File: config.mk
export PLATFORM = sky130hd
export DESIGN_NAME = foobar_rx
export DESIGN_NICKNAME = d
export VERILOG_FILES = /design/src/rtl/foobar_rx.sv
export SDC_FILE = /design/constraint.sdc
export NUM_CORES = 1
export LEC_CHECK = 0
export BUFFER_PORTS_ARGS = -buffer_cell sky130_fd_sc_hd__buf_2
export CORE_MARGIN = 5
export CORE_UTILIZATION = 45
export DETAILED_ROUTE_END_ITERATION = 10
export GPL_TIMING_DRIVEN = 0
export HOLD_SLACK_MARGIN = 0.03
export MAX_ROUTING_LAYER = met4
export PLACE_DENSITY = 0.66
export SYNTH_ARGS = -nofsm -noshare
export SYNTH_HDL_FRONTEND = slang
export SYNTH_SLANG_ARGS = --single-unit
File: constraint.sdc
create_clock -name clk -period 2.4 [get_ports clk]
set_clock_uncertainty 0.1 [all_clocks]
set_input_delay 0.24 -clock clk [delete_from_list [all_inputs] [get_ports clk]]
set_output_delay 0.24 -clock clk [all_outputs]
set_load 0.01 [all_outputs]
File: src/rtl/foobar_rx.sv
// Receive end of the foo/bar pulse interface: assembles MSB-first words,
// keeps symbol/word tallies and flags illegal symbols and stalled frames.
module foobar_rx #(
   parameter int WIDTH   = 8,
   parameter int TIMEOUT = 16
) (
   input  logic             clk,
   input  logic             rst_n,
   input  logic             en,
   input  logic             foo,
   input  logic             bar,
   output logic [WIDTH-1:0] data,
   output logic             valid,
   output logic             err,
   output logic [7:0]       count_foo,
   output logic [7:0]       count_bar,
   output logic [7:0]       word_count
);

   localparam int BW = $clog2(WIDTH + 1);
   localparam int TW = $clog2(TIMEOUT + 1);

   typedef enum logic {IDLE, RECV} state_t;

   state_t           state, state_nx;
   logic [WIDTH-1:0] sreg, sreg_nx, data_nx;
   logic [BW-1:0]    bits, bits_nx;
   logic [TW-1:0]    timer, timer_nx;
   logic             valid_nx, err_nx;
   logic [7:0]       cf_nx, cb_nx, wc_nx;
   logic             legal, illegal;

   assign legal   = foo ^ bar;
   assign illegal = foo & bar;

   // First symbol enters at the LSB and is shifted up; after WIDTH symbols it
   // sits in bit[WIDTH-1], same result as loading the MSB directly.
   always_comb begin
      state_nx = state;
      sreg_nx  = sreg;
      bits_nx  = bits;
      timer_nx = timer;
      data_nx  = data;
      valid_nx = 1'b0;
      err_nx   = 1'b0;
      cf_nx    = count_foo;
      cb_nx    = count_bar;
      wc_nx    = word_count;
      if (en) begin
         if (illegal) begin
            state_nx = IDLE;
            sreg_nx  = '0;
            bits_nx  = '0;
            timer_nx = '0;
            err_nx   = 1'b1;
         end else if (legal) begin
            if (foo) cf_nx = count_foo + 8'd1;
            else     cb_nx = count_bar + 8'd1;
            timer_nx = '0;
            if (state == IDLE) begin
               sreg_nx  = {{(WIDTH-1){1'b0}}, bar};
               bits_nx  = BW'(1);
               state_nx = RECV;
            end else if (bits == BW'(WIDTH - 1)) begin
               data_nx  = {sreg[WIDTH-2:0], bar};
               valid_nx = 1'b1;
               wc_nx    = word_count + 8'd1;
               sreg_nx  = '0;
               bits_nx  = '0;
               state_nx = IDLE;
            end else begin
               sreg_nx = {sreg[WIDTH-2:0], bar};
               bits_nx = bits + BW'(1);
            end
         end else if (state == RECV) begin
            if (timer == TW'(TIMEOUT - 1)) begin
               state_nx = IDLE;
               sreg_nx  = '0;
               bits_nx  = '0;
               timer_nx = '0;
               err_nx   = 1'b1;
            end else begin
               timer_nx = timer + TW'(1);
            end
         end
      end
   end

   always_ff @(posedge clk or negedge rst_n) begin
      if (!rst_n) begin
         state      <= IDLE;
         sreg       <= '0;
         bits       <= '0;
         timer      <= '0;
         data       <= '0;
         valid      <= 1'b0;
         err        <= 1'b0;
         count_foo  <= '0;
         count_bar  <= '0;
         word_count <= '0;
      end else begin
         state      <= state_nx;
         sreg       <= sreg_nx;
         bits       <= bits_nx;
         timer      <= timer_nx;
         data       <= data_nx;
         valid      <= valid_nx;
         err        <= err_nx;
         count_foo  <= cf_nx;
         count_bar  <= cb_nx;
         word_count <= wc_nx;
      end
   end

endmodule

# After elaboration in Yosys (flattened, before gate mapping)
# Cells that the tools add are included.
[totals]
out_inout_bits = 34
input_bits = 5
reg_bits = 51
elab_cells = 60
[op_classes]
reduce_logical = 7
addsub = 5
n_eq_ne = 2
n_mux = 32
n_bitwise = 4
[ops]
columns = ["operator", "count"]
rows = [
  ["7-bit 2-to-1 mux", 6],
  ["8-bit by 1-bit adder with 8-bit output, second input constant", 3],
  ["4-bit 2-to-1 mux", 6],
  ["5-bit 2-to-1 mux", 4],
  ["1-bit 2-to-1 mux", 16],
  ["4-bit AND reduction", 2],
  ["3-bit nonzero test", 2],
  ["5-bit by 1-bit adder with 5-bit output, second input constant", 1],
  ["5-bit by 4-bit equality test with 1-bit output, second input constant", 1],
  ["5-bit AND reduction", 1],
  ["4-bit by 1-bit adder with 4-bit output, second input constant", 1],
  ["4-bit by 3-bit equality test with 1-bit output, second input constant", 1],
  ["3-bit AND reduction", 1],
  ["1-bit inverter", 2],
  ["2-bit AND reduction", 1],
  ["1-bit AND", 1],
  ["1-bit bitwise XOR", 1],
]

# Logic depth before layout (Yosys ltp)
# Gate-level depths: netlist of run 1.
[logic_depth]
depth_word = 6
ltp_mapped = 8
depth_no_buf = 6

# Worst setup path after synthesis of run 1
# Ideal clock, no wire load.
[synth_timing]
kind = "input to register"
startpoint = "input port bar"
endpoint = "register data[5]"
t_required_ps = 2175
setup_time_ps = 125
path_stages = 7
path_buffers = 2
setup_slack_ps = 711
arrival_ps = 1464
path_cell_list = "inv_1 > ha_1 > buf_4 > nand3b_1 > nor2_4 > buf_6 > mux2_2"
[synth_via]
elab_chain_len = 3
elab_cells_between_ends = 4
classes_between = "bitwise: 3; reduce/logical: 1"
[synth_lines]
columns = ["element", "line_no", "text"]
rows = [
  ["from (decl)", "11", "input logic bar,"],
  ["1-bit AND", "34", "assign illegal = foo & bar;"],
  ["1-bit inverter (no line)", "-", ""],
  ["5-bit AND reduction (no line) (*)", "-", ""],
  ["to (signal assigned)", "106", "data <= data_nx;"],
  ["to (decl)", "12", "output logic [WIDTH-1:0] data,"],
]
# Mark *: on every way between the ends. The rest lies on a longest branch, timed or not.
# A chain may end at the register's enable or synchronous reset.

# Final worst setup path of run 1
[layout_timing]
startpoint = "register bits[0]"
endpoint = "register data[5]"
[layout_via]
elab_chain_len = 2
[layout_lines]
columns = ["element", "line_no", "text"]
rows = [
  ["from (decl)", "27", "logic [BW-1:0] bits, bits_nx;"],
  ["from (signal assigned)", "104", "bits <= bits_nx;"],
  ["4-bit by 3-bit equality test with 1-bit output", "64", "end else if (bits == BW'(WIDTH - 1)) begin"],
  ["5-bit AND reduction (no line)", "-", ""],
]
# No other way between the ends.

==> run_results.csv, run 1 <==
group,metric,value,unit
run_status,status,"complete, no violations",
synthesis,syn_area_per_cell,11.91,µm²
clock_network,clk_pin_slew_worst_paths,0.10,ns
worst_setup_path,worstPathCellList,"ha_1 -> nand4b_4 -> nor2_4 -> buf_6 -> mux2_2",
worst_setup_path,end_kind,"flop",
clock_network,root_buffer,"clkbuf_8",
synthesis,synth_area,0.002298,mm²
layout,area_growth,16.88,%
route,wire_per_inst,12.56,µm
clock_network,clk_path_buf_depth,2,
job,drv_cap,0,
sta,fin_ws,0.5548,ns
grt,gr-total-overflow,0,
worst_setup_path,cp_max_fo,10,
route,drc,0,
sta,slew_violations,0,
clock_network,htree_levels,2,
worst_setup_path,timing.rr.end,"data[5]$_DFFE_PN0P_",
route,viasPerCell,4.919,
die,die-height,81.47,µm
clock_network,cts.sinks,51,
worst_setup_path,cp_slowest_cell,"dfrtp_1",
grt,antenna_found_initial,0,
layout,design_area,0.002686,mm²
layout,diodes,0,
synthesis,ys_top_cells_by_area,"dfrtp_1 56%, xnor2_1 6.5%, mux2_2 5.4%, ha_1 4.4%, nand2_1 4.1%",
die,ios,39,
worst_setup_path,path_class,"reg -> reg",
clock_network,post_cts_buffers,0,
grt,grt_start_max_net_pins,52,
route,drtPass1Iterations,4,
worst_setup_path,crit_arrival,1.94,ns
pwr,p_leak,1.352,nW
sta,rsz0062_at_grt,"no",
pwr,ir_drop,0.3421,mV
sta,fmax,541.9,MHz
layout,ff_latch_area,0.001276,mm²
synthesis,synth_top_area_share,55.53,%
worst_setup_path,reg2reg_slack,0.55,ns
layout,multiInputGateArea,955.9,µm²
layout,drive_gt1_share,28.99,%
worst_setup_path,path_delay_family,"simple AND/OR/NAND/NOR gates",
min_path,hold_path.class,"in -> async",
synthesis,synth_warnings,0,
grt,grtUsageTotal,13.40,%
clock_network,insertion_delay,0.30,ns
die,dieArea,0.006637,mm²
route,wirelength,3.870,mm
clock_network,numCtsBuffers,5,
layout,nNetsFinal,250,
worst_setup_path,crit_buf_inv,1,
layout,nFillCells,441,
worst_setup_path,crit_start,"bits[0]$_DFFE_PN0P_",
synthesis,yosysTopAreaCell,"dfrtp_1",
synthesis,syn-num-nets,206,
worst_setup_path,worstRegToRegCells,5,
worst_setup_path,start_kind,"flop",
clock_network,cts_tree,"built",
pwr,power.density,739.4,mW/mm²
sta,finalSetupViolCount,0,
die,rows,26,
worst_setup_path,required,2.50,ns
synthesis,synth_seq_cells,51,
place,dp_slack,0.3901,ns
place,dp_hpwl,2.765,mm
worst_setup_path,critical_path_depth,5,
die,dieWidth,81.47,µm
sta,hold_viol,0,
grt,first_global_vias,1524,
route,vias,1515,
worst_setup_path,critPathCapture,"data[5]$_DFFE_PN0P_",
grt,grt_pass1_wl,6.665,mm
clock_network,postCtsHoldBufs,0,
synthesis,ys_types,37,
sta,tns,0,ns
sta,period_share,76.88,%
route,dr.first_iter.drc_count,43,
pwr,p_total,1.986,mW
worst_setup_path,timing.rr.start,"bits[0]$_DFFE_PN0P_",
layout,final_common_cell,"dfrtp_1",
sta,period_needed,1.845,ns
worst_setup_path,cpPeakStageDelay,0.39,ns
place,io_buffer_count,37,
clock_network,cts_resized,0,
synthesis,yosysSeqAreaShare,55.53,%
layout,layout_common_cells,"51 x dfrtp_1, 39 x buf_2, 25 x nand2_1",
sta,worst_pin_slew,1.100,ns
route,antenna_left,0,
synthesis,synth_cells,193,
die,core_area,0.005042,mm²
place,place_area,0.002571,mm²
die,initial_core_util,45.58,%
sta,slew_headroom,26.70,%
place,place_congestion,0.7957,
worst min path at each step:
stage | startpoint | endpoint | slack [ns] | cells past startpoint
after detailed placement | count_foo[7]$_DFFE_PN0P_ | count_foo[7]$_DFFE_PN0P_ | 0.36 | 1
final | rst_n | timer[1]$_DFFE_PN0P_ | 0.04 | 1
after CTS | rst_n | sreg[0]$_DFFE_PN0P_ | 0.08 | 1
after floorplan | rst_n | bits[0]$_DFFE_PN0P_ | -0.16 | 0
after global routing | bar | data[0]$_DFFE_PN0P_ | 0.11 | 2
after global placement | count_bar[7]$_DFFE_PN0P_ | count_bar[7]$_DFFE_PN0P_ | 0.35 | 1
stage by stage:
stage	hold WS, ns	util (%)	instances
2_1_floorplan	-0.1556	-	193
3_3_place_gp	0.3546	50.99	300
3_5_place_dp	0.3593	50.99	300
4_1_cts	0.08219	53.28	308
5_1_grt	0.1103	53.28	308
6_report	0.04335	53.28	308
per-layer routing:
metal	track usage (%)	part of all wire [%]	vias up
met1	15.52	47	724
met3	3.289	4.5	6
met2	22.48	47	21
met5	-	0	-
met4	5.068	1.7	0
li1	-	-	764
worst reg2reg max path, stage by stage, from the launching register on:
cell and delay (ns):
dfrtp_1 0.39, ha_1 0.28, nand4b_4 0.15, nor2_4 0.29, buf_6 0.19, mux2_2 0.34
synthesized netlist by cell type:
library cell  count
dfrtp_1          51
nand2_1          25
xnor2_1          17
mux2_2           11
o21ai_0          11
nand4_1           9
ha_1              8
nand3_1           7
and3_1            4
inv_1             4
xor2_1            4
a21o_1            3
a21oi_1           3
buf_4             3
nand3b_1          3
nor2_1            3
nor3_1            3
and4_1            2
buf_2             2
nor2b_1           2
o31ai_1           2
a211oi_1          1
a31oi_2           1
a32o_1            1
and3b_1           1
and4bb_2          1
buf_6             1
clkbuf_4          1
nand4b_1          1
nand4b_4          1
nor2_4            1
nor3b_1           1
o21a_1            1
o21ai_1           1
o22ai_1           1
o31ai_4           1
or3b_2            1
state kept, by name, summed over array words and instances, names as in the netlist:
| signal | count |
|---|---|
| bits | 4 |
| count_bar | 8 |
| count_foo | 8 |
| data | 8 |
| err | 1 |
| sreg | 7 |
| state | 1 |
| timer | 5 |
| valid | 1 |
| word_count | 8 |
kinds of logic after synthesis:
| group | synth area share [%] |
|---|---|
| and+or+nand+nor | 16.11 |
| buffers and inverters | 2.885 |
| DFF | 55.53 |
| adders and majority gates | 4.355 |
| xor gates and xnor gates | 8.002 |
| AOI/OAI and AO/OA | 7.730 |
| muxes | 5.389 |
layout make-up:
class                   instances  share of cell area [%]
inverters                       4                  0.5589
flip-flops and latches         51                   47.51
well taps                      70                   3.260
multi-input cells             131                   35.58
clock buffers                   5                   2.562
clock inverters                 3                   1.723
plain buffers                   7                   1.910
repair buffers                 37                   6.893
power breakdown:
group	total, mW	internal (mW)	leakage [nW]	switching, mW
Combinational	0.322	0.150	0.605	0.172
Sequential	1.07	0.950	0.692	0.115
Clock	0.599	0.314	0.0548	0.285
Note: power is estimated with default switching activity, not from simulation.
==> run 2: changes to the inputs <==
==> constraint.sdc (replaced) <==
create_clock -name clk -period 1.7 [get_ports clk]
set_clock_uncertainty 0.1 [all_clocks]
set_input_delay 0.17 -clock clk [delete_from_list [all_inputs] [get_ports clk]]
set_output_delay 0.17 -clock clk [all_outputs]
set_load 0.01 [all_outputs]
==> run 2 against run 1 <==
- maximum frequency rose by 14%
- sequential cell count did not move
- sequential power rose by 41%
- register-to-register slack got worse by 0.47 ns
- worst hold slack improved by 0.033 ns
- global-route usage rose by 0.069 points
- setup slack got worse by 0.47 ns
- routed wire length rose by 1.7%
- critical path depth did not move
- largest cell class unchanged
- highest routed layer unchanged
==> run_results.csv, run 2 (synthesis results as in run 1) <==
group,metric,value,unit
run_status,status,"complete, no violations",
sta,hold_viol,0,
route,drc,0,
worst_setup_path,critical_path_depth,5,
die,core_area,0.005042,mm²
sta,timing.hold.ws,0.07651,ns
sta,fmax,617.5,MHz
sta,period_needed,1.619,ns
layout,diodes,0,
worst_setup_path,cpPeakStageDelay,0.44,ns
worst_setup_path,crit_arrival,1.72,ns
clock_network,cts_tree,"built",
grt,grtUsageTotal,13.47,%
layout,layout_common_cells,"50 x dfrtp_1, 38 x buf_2, 25 x nand2_1",
job,drv_cap,0,
route,drtPass1Iterations,4,
place,place_congestion,0.7957,
worst_setup_path,end_kind,"flop",
sta,worst_pin_slew,0.6853,ns
clock_network,cts.sinks,51,
place,dp_cells,300,
pwr,power.density,1019,mW/mm²
grt,antenna_found_initial,0,
worst_setup_path,required,1.80,ns
layout,nNetsFinal,257,
min_path,min_path_cells,2,
grt,grt_start_max_net_pins,52,
route,vias,1551,
route,wire_per_inst,12.50,µm
clock_network,clk_pin_slew_worst_paths,0.09,ns
layout,design_area,0.002786,mm²
grt,grt_pass1_wl,6.699,mm
die,initial_core_util,45.58,%
min_path,hold_path.class,"in -> reg",
worst_setup_path,crit_buf_inv,1,
worst_setup_path,worstPathCellList,"ha_4 -> nand4b_4 -> nor2_4 -> buf_6 -> mux2_2",
route,wirelength,3.936,mm
clock_network,root_buffer,"clkbuf_8",
pwr,ir_drop,0.4723,mV
sta,period_share,95.26,%
clock_network,numCtsBuffers,5,
clock_network,clk_path_buf_depth,2,
worst_setup_path,cp_max_fo,10,
worst_setup_path,path_delay_family,"flip-flops",
sta,finalSetupViolCount,0,
die,rows,26,
place,io_buffer_count,37,
die,die-height,81.47,µm
die,dieArea,0.006637,mm²
die,ios,39,
layout,final_common_cell,"dfrtp_1",
worst_setup_path,cp_slowest_cell,"dfrtp_1",
route,dr.first_iter.drc_count,36,
layout,drive_gt1_share,31.84,%
route,viasPerCell,4.924,
die,dieWidth,81.47,µm
clock_network,insertion_delay,0.30,ns
worst_setup_path,path_class,"reg -> reg",
layout,stdcell_count,315,
grt,first_global_vias,1553,
pwr,p_leak,1.384,nW
clock_network,htree_levels,2,
worst_setup_path,start_kind,"flop",
worst_setup_path,worstRegToRegCells,5,
route,antenna_left,0,
sta,slew_headroom,54.32,%
place,dp_hpwl,2.765,mm
place,place_area,0.002571,mm²
layout,area_growth,21.23,%
sta,slew_violations,0,
grt,gr-total-overflow,0,
[run 2: per-layer routing]
layer | part of all wire (%) | up-vias | track usage, %
met3 | 4.5 | 6 | 3.289
li1 | - | 776 | -
met4 | 1.7 | 0 | 5.068
met5 | 0 | - | -
met2 | 47 | 21 | 22.48
met1 | 47 | 748 | 15.72
[run 2: worst paths after layout]
check                                    startpoint                  endpoint  slack [ns]
max                             bits[0]$_DFFE_PN0P_       data[5]$_DFFE_PN0P_        0.08
min reg2reg                count_foo[7]$_DFFE_PN0P_  count_foo[7]$_DFFE_PN0P_        0.37
max in group asynchronous                     rst_n         state$_DFFE_PN0P_        0.66
max reg2reg                     bits[0]$_DFFE_PN0P_       data[5]$_DFFE_PN0P_        0.08
min in group asynchronous                     rst_n             err$_DFF_PN0_        0.37
min                                              en             err$_DFF_PN0_        0.08
[run 2: cell type report]
cell class	instances	area (µm²)
plain buffers	7	51.30
clock buffers	5	68.82
clock inverters	3	46.29
fillers	437	2256
inverters	4	15.01
multi-input cells	131	994.7
flip-flops and latches	51	1277
well taps	70	87.58
repair buffers	44	245.2
[run 2: per-stage QoR]
step,power [mW],utilization (%),TNS [ns],setup WS (ns)
after floorplan,1.781,-,0,0.02921
after global placement,1.977,50.99,-3.817,-0.2300
after detailed placement,1.994,50.99,-4.188,-0.2399
after CTS,2.860,54.12,0,0.01062
after global routing,2.996,55.26,-0.0005251,-0.0005251
final,2.839,55.26,0,0.08066
[run 2: what timing repair did]
item,in CTS,in global routing
endpoints found under the setup margin,19,56
endpoints found under the hold margin,52,0
pin swaps,2,3
gates resized for setup,0,8
hold buffers,2,0
buffers inserted,3,2
[run 2: report_power, final]
group | internal (mW) | leakage, nW | switching (mW)
logic | 0.230 | 0.639 | 0.249
registers | 1.34 | 0.691 | 0.171
clock network | 0.443 | 0.0548 | 0.404
total | 2.02 | 1.38 | 0.824
==> run 3: changes to the inputs <==
--- a/config.mk
+++ b/config.mk
@@ -13,6 +13,7 @@
 export HOLD_SLACK_MARGIN = 0.03
 export MAX_ROUTING_LAYER = met4
 export PLACE_DENSITY = 0.66
+export SETUP_SLACK_MARGIN = 0.1
 export SYNTH_ARGS = -nofsm -noshare
 export SYNTH_HDL_FRONTEND = slang
 export SYNTH_SLANG_ARGS = --single-unit
==> run 3 against run 2 <==
- critical path depth up 1
- sequential power about the same
- clock power down 4.5%
- count of clock-buffer cells in the layout unchanged
- routed wire length up 9.1%
- core utilization up 1.3 points
- via count up 2.3%
- sequential cell count unchanged
- largest power group unchanged
- cell count up 1.9%
- sequential share of layout area down 1.1 points
- total power about the same
- first-iteration DRC count unchanged
==> run_results.csv, run 3 (synthesis results as in run 1) <==
group,metric,value,unit
die,initial_core_util,45.58,%
sta,fin_ws,0.1420,ns
sta,hold_viol,0,
place,dp_slack,-0.2264,ns
die,ios,39,
min_path,hold_path.class,"in -> reg",
die,rows,26,
worst_setup_path,cpPeakStageDelay,0.40,ns
pwr,sw_frac_of_total,28.47,%
layout,layout_common_cells,"50 x dfrtp_1, 37 x buf_2, 25 x nand2_1",
route,antenna_left,0,
sta,slew_violations,0,
die,dieWidth,81.47,µm
pwr,power.switching,808.7,µW
worst_setup_path,path_class,"reg -> reg",
layout,area_growth,24.17,%
route,drc,0,
place,io_buffer_count,37,
route,drtPass1Iterations,4,
grt,first_global_vias,1510,
pwr,power.density,995.3,mW/mm²
layout,drive_gt1_share,34.66,%
layout,multiInputGateArea,0.001007,mm²
route,wirelength,4.293,mm
clock_network,cts.sinks,51,
pwr,ir_drop,0.4341,mV
layout,nFillCells,448,
route,wire_per_inst,13.37,µm
grt,grtUsageTotal,14.38,%
layout,design_area,0.002854,mm²
place,place_congestion,0.7932,
sta,slew_headroom,54.52,%
layout,final_common_cell,"dfrtp_1",
worst_setup_path,required,1.79,ns
worst_setup_path,crit_arrival,1.65,ns
sta,tns,0,ns
layout,ff_latch_area,0.001277,mm²
layout,diodes,0,
job,drv_cap,0,
die,dieArea,0.006637,mm²
pwr,internal_power,2.032,mW
sta,worst_pin_slew,0.6821,ns
worst_setup_path,crit_buf_inv,1,
sta,rsz0062_at_grt,"yes",
clock_network,clk_path_buf_depth,2,
route,vias,1586,
die,die-height,81.47,µm
run_status,status,"complete, no violations",
sta,fmax,641.9,MHz
worst_setup_path,worstPathCellList,"ha_4 -> nand4b_1 -> a21o_1 -> buf_6 -> o21ai_0 -> o21ai_1",
route,viasPerCell,4.941,
sta,period_needed,1.558,ns
clock_network,root_buffer,"clkbuf_8",
clock_network,numCtsBuffers,5,
worst_setup_path,start_kind,"flop",
sta,period_share,91.65,%
pwr,p_total,2.841,mW
place,place_area,0.002585,mm²
grt,grt_pass1_wl,7.051,mm
clock_network,cts_tree,"built",
grt,grt_start_max_net_pins,52,
route,dr.first_iter.drc_count,36,
clock_network,htree_levels,2,
grt,gr-total-overflow,0,
sta,finalSetupViolCount,0,
pwr,clkPwrFrac,28.5,%
worst_setup_path,cp_slowest_cell,"dfrtp_1",
pwr,power_frac_comb,18.6,%
worst_setup_path,cp_max_fo,10,
place,dp_hpwl,2.790,mm
grt,antenna_found_initial,0,
pwr,seq_power_share,52.9,%
layout,nNetsFinal,264,
worst_setup_path,end_kind,"flop",
pwr,p_leak,1.422,nW
clock_network,clk_pin_slew_worst_paths,0.09,ns
die,core_area,0.005042,mm²
worst_setup_path,path_delay_family,"compound AO/OA/AOI/OAI gates",
clock_network,insertion_delay,0.30,ns
run 3: cell types whose count changed in the layout (fill, tap and decap cells not counted):
cell	previous run	this run
buf_2	38	37
buf_4	8	13
buf_6	1	4
clkbuf_4	2	3
dlygate4sd3_1	2	1
inv_1	4	3
inv_2	0	1
inv_6	1	0
mux2_2	11	9
mux2_4	0	2
o31ai_1	1	0
o31ai_2	1	2
run 3: stage by stage:
step | std cells | util [%] | hold WS (ns)
final | 321 | 56.60 | 0.07675
after global routing | 321 | 56.60 | 0.06504
after CTS | 313 | 54.57 | 0.06080
after detailed placement | 300 | 51.27 | 0.3505
after global placement | 300 | 51.27 | 0.3531
after floorplan | 193 | - | -0.2256
run 3: cell type report:
cell class	instances	area share (%)
flip-flops and latches	51	44.76
multi-input cells	131	35.29
repair buffers	51	10.48
clock buffers	5	2.411
plain buffers	7	2.148
well taps	70	3.069
inverters	4	0.5261
clock inverters	2	1.315
run 3: metal layers:
layer | part of all wire [%] | track usage (%) | wire length [µm]
met1 | 44 | 17.69 | 1905
met2 | 49 | 22.48 | 2103
met3 | 4.8 | 4.167 | 208
met4 | 1.7 | 5.405 | 75
met5 | 0 | - | 0
run 3: what timing repair did:
action / CTS / global route
gates resized for setup: 2 / 9
buffers inserted: 5 / 8
hold buffers: 1 / 0
hold endpoints to repair: 49 / 0
setup endpoints to repair: 26 / 73
pin swaps: 3 / 4
run 3: final timing paths:
check	start	endpoint	slack [ns]	depth (start not counted)
setup / recovery	timer[1]$_DFFE_PN0P_	bits[2]$_DFFE_PN0P_	0.14	6
hold / removal	bar	sreg[0]$_DFFE_PN0P_	0.08	3
setup reg to reg	timer[1]$_DFFE_PN0P_	bits[2]$_DFFE_PN0P_	0.14	6
hold reg to reg	count_bar[7]$_DFFE_PN0P_	count_bar[7]$_DFFE_PN0P_	0.37	1
max in group asynchronous	rst_n	state$_DFFE_PN0P_	0.65	2
min in group asynchronous	rst_n	timer[4]$_DFFE_PN0P_	0.36	2
run 3: power by group through the flow:
stage | sequential, mW | clock [mW] | combinational [mW]
floorplan | 1.55 | 0 | 0.239
global placement | 1.52 | 0 | 0.459
detailed placement | 1.52 | 0 | 0.468
CTS | 1.50 | 0.846 | 0.498
global route | 1.53 | 0.886 | 0.609
finish | 1.50 | 0.809 | 0.528
run 3: worst register-to-register path, delay by kind of cell (launching register included):
kind	cells	cell delay (ns)
compound gates	3	0.49
buf+inv	1	0.15
simple gates	1	0.15
fa+ha+maj	1	0.16
flops	1	0.40
